[src/rtl/matvec_stream_bridge_if.sv]
// matvec_stream_bridge_if
// Bundles every handshake and bus signal of the matvec stream bridge.
//   s_*      : narrow operand input stream (valid/ready, one W-bit word per beat)
//   acc_i_*  : accelerator input handshake, bridge is the initiator
//   mat_r_c  : 16 parallel matrix operands, row-major
//   vec_k    : 4 parallel vector operands
//   acc_o_*  : accelerator output handshake, bridge is the receiver
//   prod_k   : 4 accelerator products
//   m_*      : result output stream (valid/ready/data/last)
//   err      : sticky accelerator timeout flag
// Modports: master = bridge side, slave = system/accelerator side.
interface matvec_stream_bridge_if #(
   parameter int unsigned W = 16
);
   logic         s_valid;
   logic         s_ready;
   logic [W-1:0] s_data;

   logic         acc_i_valid;
   logic         acc_i_ready;
   logic [W-1:0] mat_0_0, mat_0_1, mat_0_2, mat_0_3;
   logic [W-1:0] mat_1_0, mat_1_1, mat_1_2, mat_1_3;
   logic [W-1:0] mat_2_0, mat_2_1, mat_2_2, mat_2_3;
   logic [W-1:0] mat_3_0, mat_3_1, mat_3_2, mat_3_3;
   logic [W-1:0] vec_0, vec_1, vec_2, vec_3;

   logic         acc_o_valid;
   logic         acc_o_ready;
   logic [W-1:0] prod_0, prod_1, prod_2, prod_3;

   logic         m_valid;
   logic         m_ready;
   logic [W-1:0] m_data;
   logic         m_last;

   logic         err;

   modport master (
      input  s_valid, s_data,
      output s_ready,
      output acc_i_valid,
      input  acc_i_ready,
      output mat_0_0, mat_0_1, mat_0_2, mat_0_3,
      output mat_1_0, mat_1_1, mat_1_2, mat_1_3,
      output mat_2_0, mat_2_1, mat_2_2, mat_2_3,
      output mat_3_0, mat_3_1, mat_3_2, mat_3_3,
      output vec_0, vec_1, vec_2, vec_3,
      input  acc_o_valid,
      output acc_o_ready,
      input  prod_0, prod_1, prod_2, prod_3,
      output m_valid, m_data, m_last,
      input  m_ready,
      output err
   );

   modport slave (
      output s_valid, s_data,
      input  s_ready,
      input  acc_i_valid,
      output acc_i_ready,
      input  mat_0_0, mat_0_1, mat_0_2, mat_0_3,
      input  mat_1_0, mat_1_1, mat_1_2, mat_1_3,
      input  mat_2_0, mat_2_1, mat_2_2, mat_2_3,
      input  mat_3_0, mat_3_1, mat_3_2, mat_3_3,
      input  vec_0, vec_1, vec_2, vec_3,
      output acc_o_valid,
      input  acc_o_ready,
      output prod_0, prod_1, prod_2, prod_3,
      input  m_valid, m_data, m_last,
      output m_ready,
      input  err
   );
endinterface

[src/rtl/matvec_stream_bridge.sv]
// matvec_stream_bridge
// Host-side initiator for the 4x4 matrix-vector accelerator. Collects a 20-word operand
// packet (16 matrix words row-major, then 4 vector words), presents it in parallel, issues
// the accelerator input handshake, captures the 4 products and streams them out as a 4-word
// packet with m_last on the final word.
// Ports:
//   clk  : clock
//   rst  : synchronous, active-high reset
//   bus  : matvec_stream_bridge_if.master (operand stream, accelerator buses, result stream,
//          err flag)
// Parameters:
//   W       : word width (opaque data, no arithmetic performed)
//   TIMEOUT : accelerator wait limit in cycles (only used with MATVEC_BRIDGE_TIMEOUT_EN)
// Build option:
//   MATVEC_BRIDGE_TIMEOUT_EN : when defined, a silent accelerator is abandoned after TIMEOUT
//   S_WAIT cycles; err sets (sticky) and four all-ones words are drained instead. When not
//   defined, S_WAIT waits indefinitely and err is tied 0.
module matvec_stream_bridge #(
   parameter int unsigned W       = 16,
   parameter int unsigned TIMEOUT = 256
) (
   input logic                    clk,
   input logic                    rst,
   matvec_stream_bridge_if.master bus
);

   localparam int unsigned NumOps   = 20;
   localparam logic [4:0]  LastWord = 5'd19;

   if (TIMEOUT == 0) begin : g_bad_timeout
      $error("TIMEOUT must be at least 1");
   end

   typedef enum logic [1:0] {StLoad, StIssue, StWait, StDrain} state_e;

   state_e       state_q;
   logic [4:0]   load_cnt_q;
   logic [1:0]   drain_cnt_q;
   logic [W-1:0] ops_q [NumOps];
   logic [W-1:0] res_q [4];
   logic         s_ready_q;
   logic         acc_i_valid_q;
   logic         acc_o_ready_q;
   logic         m_valid_q;
   logic         m_last_q;
   logic [W-1:0] m_data_q;

`ifdef MATVEC_BRIDGE_TIMEOUT_EN
   localparam int unsigned WaitW = $clog2(TIMEOUT + 1);
   logic [WaitW-1:0] wait_cnt_q;
   logic             err_q;
`endif

   // Handshake outputs are registered from the next state, so each phase's output is
   // already valid in the first cycle of that phase.
   always_ff @(posedge clk) begin
      if (rst) begin
         state_q       <= StLoad;
         load_cnt_q    <= '0;
         drain_cnt_q   <= '0;
         s_ready_q     <= 1'b0;
         acc_i_valid_q <= 1'b0;
         acc_o_ready_q <= 1'b0;
         m_valid_q     <= 1'b0;
         m_last_q      <= 1'b0;
         m_data_q      <= '0;
         for (int i = 0; i < int'(NumOps); i++) ops_q[i] <= '0;
         for (int i = 0; i < 4; i++) res_q[i] <= '0;
`ifdef MATVEC_BRIDGE_TIMEOUT_EN
         wait_cnt_q    <= '0;
         err_q         <= 1'b0;
`endif
      end else begin
         unique case (state_q)
            StLoad: begin
               // Covers the first cycle after reset, where s_ready is still low.
               s_ready_q <= 1'b1;
               if (bus.s_valid && s_ready_q) begin
                  ops_q[load_cnt_q] <= bus.s_data;
                  if (load_cnt_q == LastWord) begin
                     load_cnt_q    <= '0;
                     state_q       <= StIssue;
                     s_ready_q     <= 1'b0;
                     acc_i_valid_q <= 1'b1;
                  end else begin
                     load_cnt_q <= load_cnt_q + 5'd1;
                  end
               end
            end
            StIssue: begin
               if (bus.acc_i_ready) begin
                  state_q       <= StWait;
                  acc_i_valid_q <= 1'b0;
                  acc_o_ready_q <= 1'b1;
`ifdef MATVEC_BRIDGE_TIMEOUT_EN
                  wait_cnt_q    <= '0;
`endif
               end
            end
            StWait: begin
               if (bus.acc_o_valid) begin
                  res_q[0]      <= bus.prod_0;
                  res_q[1]      <= bus.prod_1;
                  res_q[2]      <= bus.prod_2;
                  res_q[3]      <= bus.prod_3;
                  m_data_q      <= bus.prod_0;
                  state_q       <= StDrain;
                  acc_o_ready_q <= 1'b0;
                  m_valid_q     <= 1'b1;
                  m_last_q      <= 1'b0;
`ifdef MATVEC_BRIDGE_TIMEOUT_EN
               end else if (wait_cnt_q == WaitW'(TIMEOUT - 1)) begin
                  // This is the TIMEOUT-th silent cycle: give up and drain all-ones.
                  for (int i = 0; i < 4; i++) res_q[i] <= {W{1'b1}};
                  m_data_q      <= {W{1'b1}};
                  err_q         <= 1'b1;
                  state_q       <= StDrain;
                  acc_o_ready_q <= 1'b0;
                  m_valid_q     <= 1'b1;
                  m_last_q      <= 1'b0;
               end else begin
                  wait_cnt_q <= wait_cnt_q + 1'b1;
`endif
               end
            end
            StDrain: begin
               if (bus.m_ready) begin
                  if (drain_cnt_q == 2'd3) begin
                     drain_cnt_q <= '0;
                     state_q     <= StLoad;
                     m_valid_q   <= 1'b0;
                     m_last_q    <= 1'b0;
                     s_ready_q   <= 1'b1;
                  end else begin
                     drain_cnt_q <= drain_cnt_q + 2'd1;
                     m_data_q    <= res_q[drain_cnt_q + 2'd1];
                     m_last_q    <= (drain_cnt_q == 2'd2);
                  end
               end
            end
            default: state_q <= StLoad;
         endcase
      end
   end

   assign bus.s_ready     = s_ready_q;
   assign bus.acc_i_valid = acc_i_valid_q;
   assign bus.acc_o_ready = acc_o_ready_q;
   assign bus.m_valid     = m_valid_q;
   assign bus.m_last      = m_last_q;
   assign bus.m_data      = m_data_q;

   assign bus.mat_0_0 = ops_q[0];
   assign bus.mat_0_1 = ops_q[1];
   assign bus.mat_0_2 = ops_q[2];
   assign bus.mat_0_3 = ops_q[3];
   assign bus.mat_1_0 = ops_q[4];
   assign bus.mat_1_1 = ops_q[5];
   assign bus.mat_1_2 = ops_q[6];
   assign bus.mat_1_3 = ops_q[7];
   assign bus.mat_2_0 = ops_q[8];
   assign bus.mat_2_1 = ops_q[9];
   assign bus.mat_2_2 = ops_q[10];
   assign bus.mat_2_3 = ops_q[11];
   assign bus.mat_3_0 = ops_q[12];
   assign bus.mat_3_1 = ops_q[13];
   assign bus.mat_3_2 = ops_q[14];
   assign bus.mat_3_3 = ops_q[15];
   assign bus.vec_0   = ops_q[16];
   assign bus.vec_1   = ops_q[17];
   assign bus.vec_2   = ops_q[18];
   assign bus.vec_3   = ops_q[19];

`ifdef MATVEC_BRIDGE_TIMEOUT_EN
   assign bus.err = err_q;
`else
   assign bus.err = 1'b0;
`endif

endmodule

[src/flat_wrapper.sv]
// flat-port wrapper written by rule: the top's interface ports become plain ports
module matvec_stream_bridge_flat 
#(
   parameter int unsigned W       = 16,
   parameter int unsigned TIMEOUT = 256
)
  (clk, rst, bus_s_valid, bus_s_data, bus_s_ready, bus_acc_i_valid, bus_acc_i_ready, bus_mat_0_0, bus_mat_0_1, bus_mat_0_2, bus_mat_0_3, bus_mat_1_0, bus_mat_1_1, bus_mat_1_2, bus_mat_1_3, bus_mat_2_0, bus_mat_2_1, bus_mat_2_2, bus_mat_2_3, bus_mat_3_0, bus_mat_3_1, bus_mat_3_2, bus_mat_3_3, bus_vec_0, bus_vec_1, bus_vec_2, bus_vec_3, bus_acc_o_valid, bus_acc_o_ready, bus_prod_0, bus_prod_1, bus_prod_2, bus_prod_3, bus_m_valid, bus_m_data, bus_m_last, bus_m_ready, bus_err);
  matvec_stream_bridge_if #(.W(W)) bus_i ();
  input logic clk;
  input logic rst;
  input wire logic [$bits(bus_i.s_valid)-1:0] bus_s_valid;
  input wire logic [$bits(bus_i.s_data)-1:0] bus_s_data;
  output wire logic [$bits(bus_i.s_ready)-1:0] bus_s_ready;
  output wire logic [$bits(bus_i.acc_i_valid)-1:0] bus_acc_i_valid;
  input wire logic [$bits(bus_i.acc_i_ready)-1:0] bus_acc_i_ready;
  output wire logic [$bits(bus_i.mat_0_0)-1:0] bus_mat_0_0;
  output wire logic [$bits(bus_i.mat_0_1)-1:0] bus_mat_0_1;
  output wire logic [$bits(bus_i.mat_0_2)-1:0] bus_mat_0_2;
  output wire logic [$bits(bus_i.mat_0_3)-1:0] bus_mat_0_3;
  output wire logic [$bits(bus_i.mat_1_0)-1:0] bus_mat_1_0;
  output wire logic [$bits(bus_i.mat_1_1)-1:0] bus_mat_1_1;
  output wire logic [$bits(bus_i.mat_1_2)-1:0] bus_mat_1_2;
  output wire logic [$bits(bus_i.mat_1_3)-1:0] bus_mat_1_3;
  output wire logic [$bits(bus_i.mat_2_0)-1:0] bus_mat_2_0;
  output wire logic [$bits(bus_i.mat_2_1)-1:0] bus_mat_2_1;
  output wire logic [$bits(bus_i.mat_2_2)-1:0] bus_mat_2_2;
  output wire logic [$bits(bus_i.mat_2_3)-1:0] bus_mat_2_3;
  output wire logic [$bits(bus_i.mat_3_0)-1:0] bus_mat_3_0;
  output wire logic [$bits(bus_i.mat_3_1)-1:0] bus_mat_3_1;
  output wire logic [$bits(bus_i.mat_3_2)-1:0] bus_mat_3_2;
  output wire logic [$bits(bus_i.mat_3_3)-1:0] bus_mat_3_3;
  output wire logic [$bits(bus_i.vec_0)-1:0] bus_vec_0;
  output wire logic [$bits(bus_i.vec_1)-1:0] bus_vec_1;
  output wire logic [$bits(bus_i.vec_2)-1:0] bus_vec_2;
  output wire logic [$bits(bus_i.vec_3)-1:0] bus_vec_3;
  input wire logic [$bits(bus_i.acc_o_valid)-1:0] bus_acc_o_valid;
  output wire logic [$bits(bus_i.acc_o_ready)-1:0] bus_acc_o_ready;
  input wire logic [$bits(bus_i.prod_0)-1:0] bus_prod_0;
  input wire logic [$bits(bus_i.prod_1)-1:0] bus_prod_1;
  input wire logic [$bits(bus_i.prod_2)-1:0] bus_prod_2;
  input wire logic [$bits(bus_i.prod_3)-1:0] bus_prod_3;
  output wire logic [$bits(bus_i.m_valid)-1:0] bus_m_valid;
  output wire logic [$bits(bus_i.m_data)-1:0] bus_m_data;
  output wire logic [$bits(bus_i.m_last)-1:0] bus_m_last;
  input wire logic [$bits(bus_i.m_ready)-1:0] bus_m_ready;
  output wire logic [$bits(bus_i.err)-1:0] bus_err;
  assign bus_i.s_valid = bus_s_valid;
  assign bus_i.s_data = bus_s_data;
  assign bus_s_ready = bus_i.s_ready;
  assign bus_acc_i_valid = bus_i.acc_i_valid;
  assign bus_i.acc_i_ready = bus_acc_i_ready;
  assign bus_mat_0_0 = bus_i.mat_0_0;
  assign bus_mat_0_1 = bus_i.mat_0_1;
  assign bus_mat_0_2 = bus_i.mat_0_2;
  assign bus_mat_0_3 = bus_i.mat_0_3;
  assign bus_mat_1_0 = bus_i.mat_1_0;
  assign bus_mat_1_1 = bus_i.mat_1_1;
  assign bus_mat_1_2 = bus_i.mat_1_2;
  assign bus_mat_1_3 = bus_i.mat_1_3;
  assign bus_mat_2_0 = bus_i.mat_2_0;
  assign bus_mat_2_1 = bus_i.mat_2_1;
  assign bus_mat_2_2 = bus_i.mat_2_2;
  assign bus_mat_2_3 = bus_i.mat_2_3;
  assign bus_mat_3_0 = bus_i.mat_3_0;
  assign bus_mat_3_1 = bus_i.mat_3_1;
  assign bus_mat_3_2 = bus_i.mat_3_2;
  assign bus_mat_3_3 = bus_i.mat_3_3;
  assign bus_vec_0 = bus_i.vec_0;
  assign bus_vec_1 = bus_i.vec_1;
  assign bus_vec_2 = bus_i.vec_2;
  assign bus_vec_3 = bus_i.vec_3;
  assign bus_i.acc_o_valid = bus_acc_o_valid;
  assign bus_acc_o_ready = bus_i.acc_o_ready;
  assign bus_i.prod_0 = bus_prod_0;
  assign bus_i.prod_1 = bus_prod_1;
  assign bus_i.prod_2 = bus_prod_2;
  assign bus_i.prod_3 = bus_prod_3;
  assign bus_m_valid = bus_i.m_valid;
  assign bus_m_data = bus_i.m_data;
  assign bus_m_last = bus_i.m_last;
  assign bus_i.m_ready = bus_m_ready;
  assign bus_err = bus_i.err;
  matvec_stream_bridge #(.W(W), .TIMEOUT(TIMEOUT)) u_core (.clk(clk), .rst(rst), .bus(bus_i));
endmodule
[config.mk]
export PLATFORM = sky130hd
export DESIGN_NAME = matvec_stream_bridge_flat
export DESIGN_NICKNAME = d
export VERILOG_FILES = /design/src/rtl/matvec_stream_bridge_if.sv /design/src/rtl/matvec_stream_bridge.sv /design/src/flat_wrapper.sv
export SDC_FILE = /design/constraint.sdc
export NUM_CORES = 1
export LEC_CHECK = 0
export CAP_MARGIN = 15
export CORE_MARGIN = 8
export CORE_UTILIZATION = 53
export DETAILED_ROUTE_END_ITERATION = 10
export GPL_TIMING_DRIVEN = 0
export PLACE_DENSITY = 0.86
export SETUP_SLACK_MARGIN = 0.05
export SLEW_MARGIN = 20
export SYNTH_ARGS = -nofsm -noshare
export SYNTH_HDL_FRONTEND = slang
export SYNTH_SLANG_ARGS = --single-unit
[constraint.sdc]
create_clock -name clk -period 7.15 [get_ports clk]
set_clock_uncertainty 0.15 [all_clocks]
set_input_delay 1.43 -clock clk [delete_from_list [all_inputs] [get_ports clk]]
set_output_delay 1.43 -clock clk [all_outputs]
set_load 0.02 [all_outputs]
# Yosys cells after proc, flatten, opt, wreduce, memory -nomap -nowiden

Memories as Yosys holds them, arrays and structs flattened.
Index checks and enable logic that the tools add are counted.

RAM bits: 384
Bits in latches: 0
Output and inout port bits: 342
Bits in read-only memories: 0
Input port bits: 86
Logic and storage cells: 95
Memories: 2
Register bits after elaboration: 30

Eq/ne operators: 13
Bitwise logic cells: 4
Multiplexer cells: 49
Shift-type cells: 0
$lt $le $gt $ge: 0
Divide/modulo/power cells: 0
Add/subtract/negate cells: 2
$mul: 0
Reductions and logical operators: 16

Memories:

| name         | words | bits a word | read ports | clocked after Yosys merged registers in | write ports | line                       | RTL |
|---|---|---|---|---|---|---|---|
| u_core.ops_q | 20    | 16          | 20         | 0                                       | 20          | matvec_stream_bridge.sv:39 | `logic [W-1:0] ops_q [NumOps];` |
| u_core.res_q | 4     | 16          | 1          | 0                                       | 4           | matvec_stream_bridge.sv:40 | `logic [W-1:0] res_q [4];` |

Operators with widths:

| cell                                                                     | number |
|---|---|
| 16-bit two-way mux                                                       | 8 |
| 16-bit case mux with 2 select lines                                      | 1 |
| 1-bit two-way mux                                                        | 25 |
| 16-bit OR reduction                                                      | 1 |
| 2-bit two-way mux                                                        | 7 |
| 4-bit AND reduction                                                      | 3 |
| 5-bit two-way mux                                                        | 2 |
| 1-bit case mux with 2 select lines                                       | 5 |
| 3-bit AND reduction                                                      | 3 |
| 2-bit equality test (second input constant)                              | 4 |
| 2-bit inequality test (second input constant)                            | 4 |
| 2-bit case mux with 4 select lines                                       | 1 |
| 2-bit nonzero test                                                       | 4 |
| 2-bit by 1-bit inequality test with 1-bit output (second input constant) | 3 |
| 6-bit AND reduction                                                      | 1 |
| 5-bit by 1-bit adder with 5-bit output (second input constant)           | 1 |
| 5-bit equality test (second input constant)                              | 1 |
| 1-bit bitwise OR                                                         | 4 |
| 2-bit AND reduction                                                      | 2 |
| 2-bit by 1-bit adder with 2-bit output (second input constant)           | 1 |
| 2-bit by 1-bit equality test with 1-bit output (second input constant)   | 1 |
| 2-bit zero test                                                          | 1 |
| 1-bit logical AND                                                        | 1 |

# Depth between registers and ports, before layout

Word-level depth: 7
Depth in mapped cells: 9
Mapped depth without buffers: 6

# Worst setup path before layout

No wires, ideal clock.

Kind: input port to flip-flop
Start point: in rst
End point: mem u_core.res_q[0][0] (enable)
Stages on the path: 2
Setup time: 0.432 ns
Arrival time: 3.282 ns
Setup slack: 3.286 ns
Cell sequence: clkbuf_1 -> nand2b_1

RTL lines:

| item        | line                       | RTL |
|---|---|---|
| from (decl) | flat_wrapper.sv:10         | `input logic rst;` |
| to (decl)   | matvec_stream_bridge.sv:40 |  |

==> metrics.md <==
| Metric | Value |
|---|---|
| Type of the most critical hold path | `reg2reg` |
| Width of the chip | `193.1 µm` |
| Cell type contributing the most total cell area after synthesis | `sky130_fd_sc_hd__edfxtp_1` |
| Final-report hold violation count | `0` |
| Place WS | `3.254 ns` |
| Number of enable flip-flop cells after synthesis | `384` |
| Iteration-0 DRC count of the detailed router | `887` |
| Setup repair after global routing missed its margin | `false` |
| Synth warnings | `0` |
| Final Cycle Share | `0.4773` |
| Tmin final | `3.413 ns` |
| Starting utilization of the core area | `0.5325` |
| Root cell of the clock tree | `sky130_fd_sc_hd__clkbuf_16` |
| TritonCTS clock tree | `built` |
| Max_slew headroom | `0.5308` |
| Leakage power of the design | `8.222 nW` |
| PortBufs | `410` |
| Routed len/inst | `25.60 µm` |
| Number of placement rows | `65` |
| Post-synthesis sequential element count | `414` |
| Cells taking the most area after synthesis | `sky130_fd_sc_hd__edfxtp_1, sky130_fd_sc_hd__and2_1, sky130_fd_sc_hd__dfxtp_1` |
| Height of the chip | `193.1 µm` |
| Max IR drop VDD | `206.3 µV` |
| Clock transition at the registers of the reported paths | `0.06 ns` |
| Accumulated negative setup slack | `0 ns` |
| Clk buf depth | `3` |
| Signed area change from the synthesized netlist to the final layout | `35.65%` |
| Clock latency on the worst-skew pair | `0.53 ns` |
| Die ar. | `0.03730 mm²` |
| Worst Min Path Start | `u_core.bus.acc_o_ready$_SDFFE_PP0P_` |
| Worst endpoint required time | `7.17 ns` |
| CTS-repair resized insts | `0` |
| Number of clock sinks seen by CTS | `414` |
| Startpoint types | `input pin` |
| Combined area of all synthesized cells | `0.01663 mm²` |
| # hold bufs at CTS | `0` |
| DR WL met2 | `24,670 µm` |
| Fmax achieved | `0.2930 GHz` |
| Post CTS Setup Buffer Count | `0` |
| Final Slew Violations | `0` |
| First-pass iteration count of the detailed router | `5` |
| Detailed route wirelength on metal3 | `5364 µm` |
| Routability congestion estimate | `0.8838` |
| Ranking of synthesized cells by instance count | `sky130_fd_sc_hd__and2_1, sky130_fd_sc_hd__edfxtp_1, sky130_fd_sc_hd__clkbuf_1` |
| Proportion of netlist area held by the largest area contributor | `0.6933` |
| Top Layer Used | `met4` |
| Pin count of the biggest net entering global routing | `64` |
| Sequential element share of the synthesized area | `0.7295` |
| Slew at the pin closest to its max-slew limit | `0.7038 ns` |
| Post-Synthesis Cells | `1,069` |
| Remaining antenna violation count after routing | `0` |
| Syn Area/Cell | `15.56 µm²` |
| CP max-delay cell | `sky130_fd_sc_hd__and4b_4` |
| Setup violations, final | `0` |
| Worst path max stage delay | `0.56 ns` |
| DPL Wire Length | `37,280 µm` |
| Power per cell area | `242.3 mW/mm²` |
| Total I/O pin count | `428` |
| Arrival time of data at the critical path endpoint | `3.43 ns` |
| Outcome | `finished clean` |
| Global-route total usage across every layer | `0.2638` |
| Number of unique standard cell types used by synthesis | `40` |
| Count of vias placed by the detailed router | `10,580` |
| Share of flip-flops with an asynchronous set or reset after synthesis | `0` |
| Level count of the clock H-tree | `2` |
| Post-synthesis net count | `1,166` |
| Drc violations | `0` |
| Total length of routed wires | `50,120 µm` |
| Antenna violations before repair | `0` |
| Antenna Diode Count | `0` |
| TritonCTS buffer count | `42` |
| Layout cell share with drive strength beyond 1 | `0.09512` |
| Met1 wire length | `17,330 µm` |
| Wire length of the first global-routing pass | `71,490 µm` |
| Post-synth top flop | `sky130_fd_sc_hd__edfxtp_1` |
| Core Area | `0.03123 mm²` |
| Path type of the worst setup path | `in2reg` |
| Final WS setup | `3.737 ns` |
| Critical register-to-register path startpoint | `u_core.drain_cnt_q[0]$_SDFFE_PP0P_` |
| Number of maximum-capacitance violations | `0` |
| Via count normalized by instance count | `5.402` |
| Vias in the first global route | `10,920` |
| Timing startpoint of the critical path | `rst` |
| Net count, final | `1,621` |
| Capturing element type of the critical path | `flip-flop` |
| Overflow after GRT | `0` |
| Cells traversed along the worst timing path | `clkdlybuf4s50_1, and4b_4, nand2_8, nor2_4, or2_2` |
| Crit-path max FO | `16` |
## power by group
part	switching (mW)	internal (mW)	leakage [nW]
clock	0.898	1.19	0.620
combinational	0.342	0.239	3.39
sequential	0.0481	2.75	4.21
total	1.29	4.18	8.22
## area by class of cell
cell class / count / area [µm²]
Buffer: 75 / 369.1
Sequential cell: 414 / 12130
Multi-Input combinational cell: 574 / 4115
Fill cell: 1908 / 8671
Tap cell: 402 / 503.0
Clock inverter: 17 / 150.1
Clock buffer: 59 / 1136
Inverter: 6 / 22.52
Timing Repair Buffer: 411 / 4131
## critical path, delay by kind of cell
kind	cells	cell delay (ns)
AND/OR/NAND/NOR	4	1.47
buffers and inverters	1	0.52
## path summary, 6_finish.rpt
check	depth (start not counted)	end	slack (ns)
setup / recovery	5	u_core.ops_q[17][12]$_SDFFCE_PN0P_	3.74
hold / removal	2	u_core.bus.acc_o_ready$_SDFFE_PP0P_	0.33
setup reg to reg	9	u_core.bus.m_data[0]$_SDFFE_PP0P_	4.29
hold reg to reg	2	u_core.bus.acc_o_ready$_SDFFE_PP0P_	0.33
## cells in the final DEF, fill, tap and decap left out, drive strengths merged
master | Yosys | layout
nor2b | 3 | 3
and4 | 1 | 1
dfxtp | 30 | 30
nand3 | 4 | 4
o21ai | 4 | 4
mux4 | 16 | 16
bufinv | 0 | 2
clkdlybuf4s50 | 0 | 410
mux2i | 20 | 20
nor3b | 1 | 1
nand2b | 7 | 7
o211ai | 1 | 1
edfxtp | 384 | 384
conb | 1 | 1
or3 | 1 | 1
a311oi | 3 | 3
nand3b | 1 | 1
and4b | 1 | 1
nand2 | 11 | 11
and3 | 1 | 1
ha | 11 | 11
nor2 | 49 | 49
xor2 | 1 | 1
clkbuf | 48 | 107
a211oi | 17 | 17
a21oi | 9 | 9
nand4 | 1 | 1
clkinv | 0 | 12
clkinvlp | 0 | 1
a41oi | 1 | 1
xnor2 | 2 | 2
or3b | 2 | 2
and2 | 384 | 384
buf | 27 | 28
inv | 6 | 8
or2 | 21 | 21
## sequential cells by signal, summed over array words and instances, names as in the netlist
| register | flops |
|---|---|
| u_core.bus.acc_i_valid | 1 |
| u_core.bus.acc_o_ready | 1 |
| u_core.bus.m_data | 16 |
| u_core.bus.m_last | 1 |
| u_core.bus.m_valid | 1 |
| u_core.bus.s_ready | 1 |
| u_core.drain_cnt_q | 2 |
| u_core.load_cnt_q | 5 |
| u_core.ops_q | 320 |
| u_core.res_q | 64 |
| u_core.state_q | 2 |
## metrics by stage
stage | util | hold slack (ns) | std cells | cell area [µm²] | power [mW]
3_3_place_gp | 0.6800 | 0.3147 | 1881 | 21240 | 3.409
2_1_floorplan | - | 0.3315 | 1069 | 16630 | 3.121
4_1_cts | 0.7224 | 0.3304 | 1958 | 22560 | 5.477
6_report | 0.7224 | 0.3319 | 1958 | 22560 | 5.467
3_5_place_dp | 0.6812 | 0.3207 | 1882 | 21270 | 3.430
5_1_grt | 0.7224 | 0.3717 | 1958 | 22560 | 5.606
## per-layer routing
| metal | vias up | global-route usage |
|---|---|---|
| met5 | - | 0 |
| met4 | 0 | 0.1305 |
| met3 | 127 | 0.07968 |
| met2 | 613 | 0.4592 |
| met1 | 5207 | 0.2919 |
| li1 | 4631 | - |
## logic make-up (layout without fill, tap and decap cells)
group           after synthesis  count (layout)  share of synthesized area
fa+ha+maj                    11              11                   0.008276
simple gates                488             488                     0.1884
mux                          36              36                    0.03370
other cells                   1               1                  0.0002255
xor+xnor                      3               3                   0.001580
compound gates               35              35                    0.01482
flops                       414             414                     0.7295
buf+inv                      81             568                    0.02355
(Power assumes the default switching activity.)
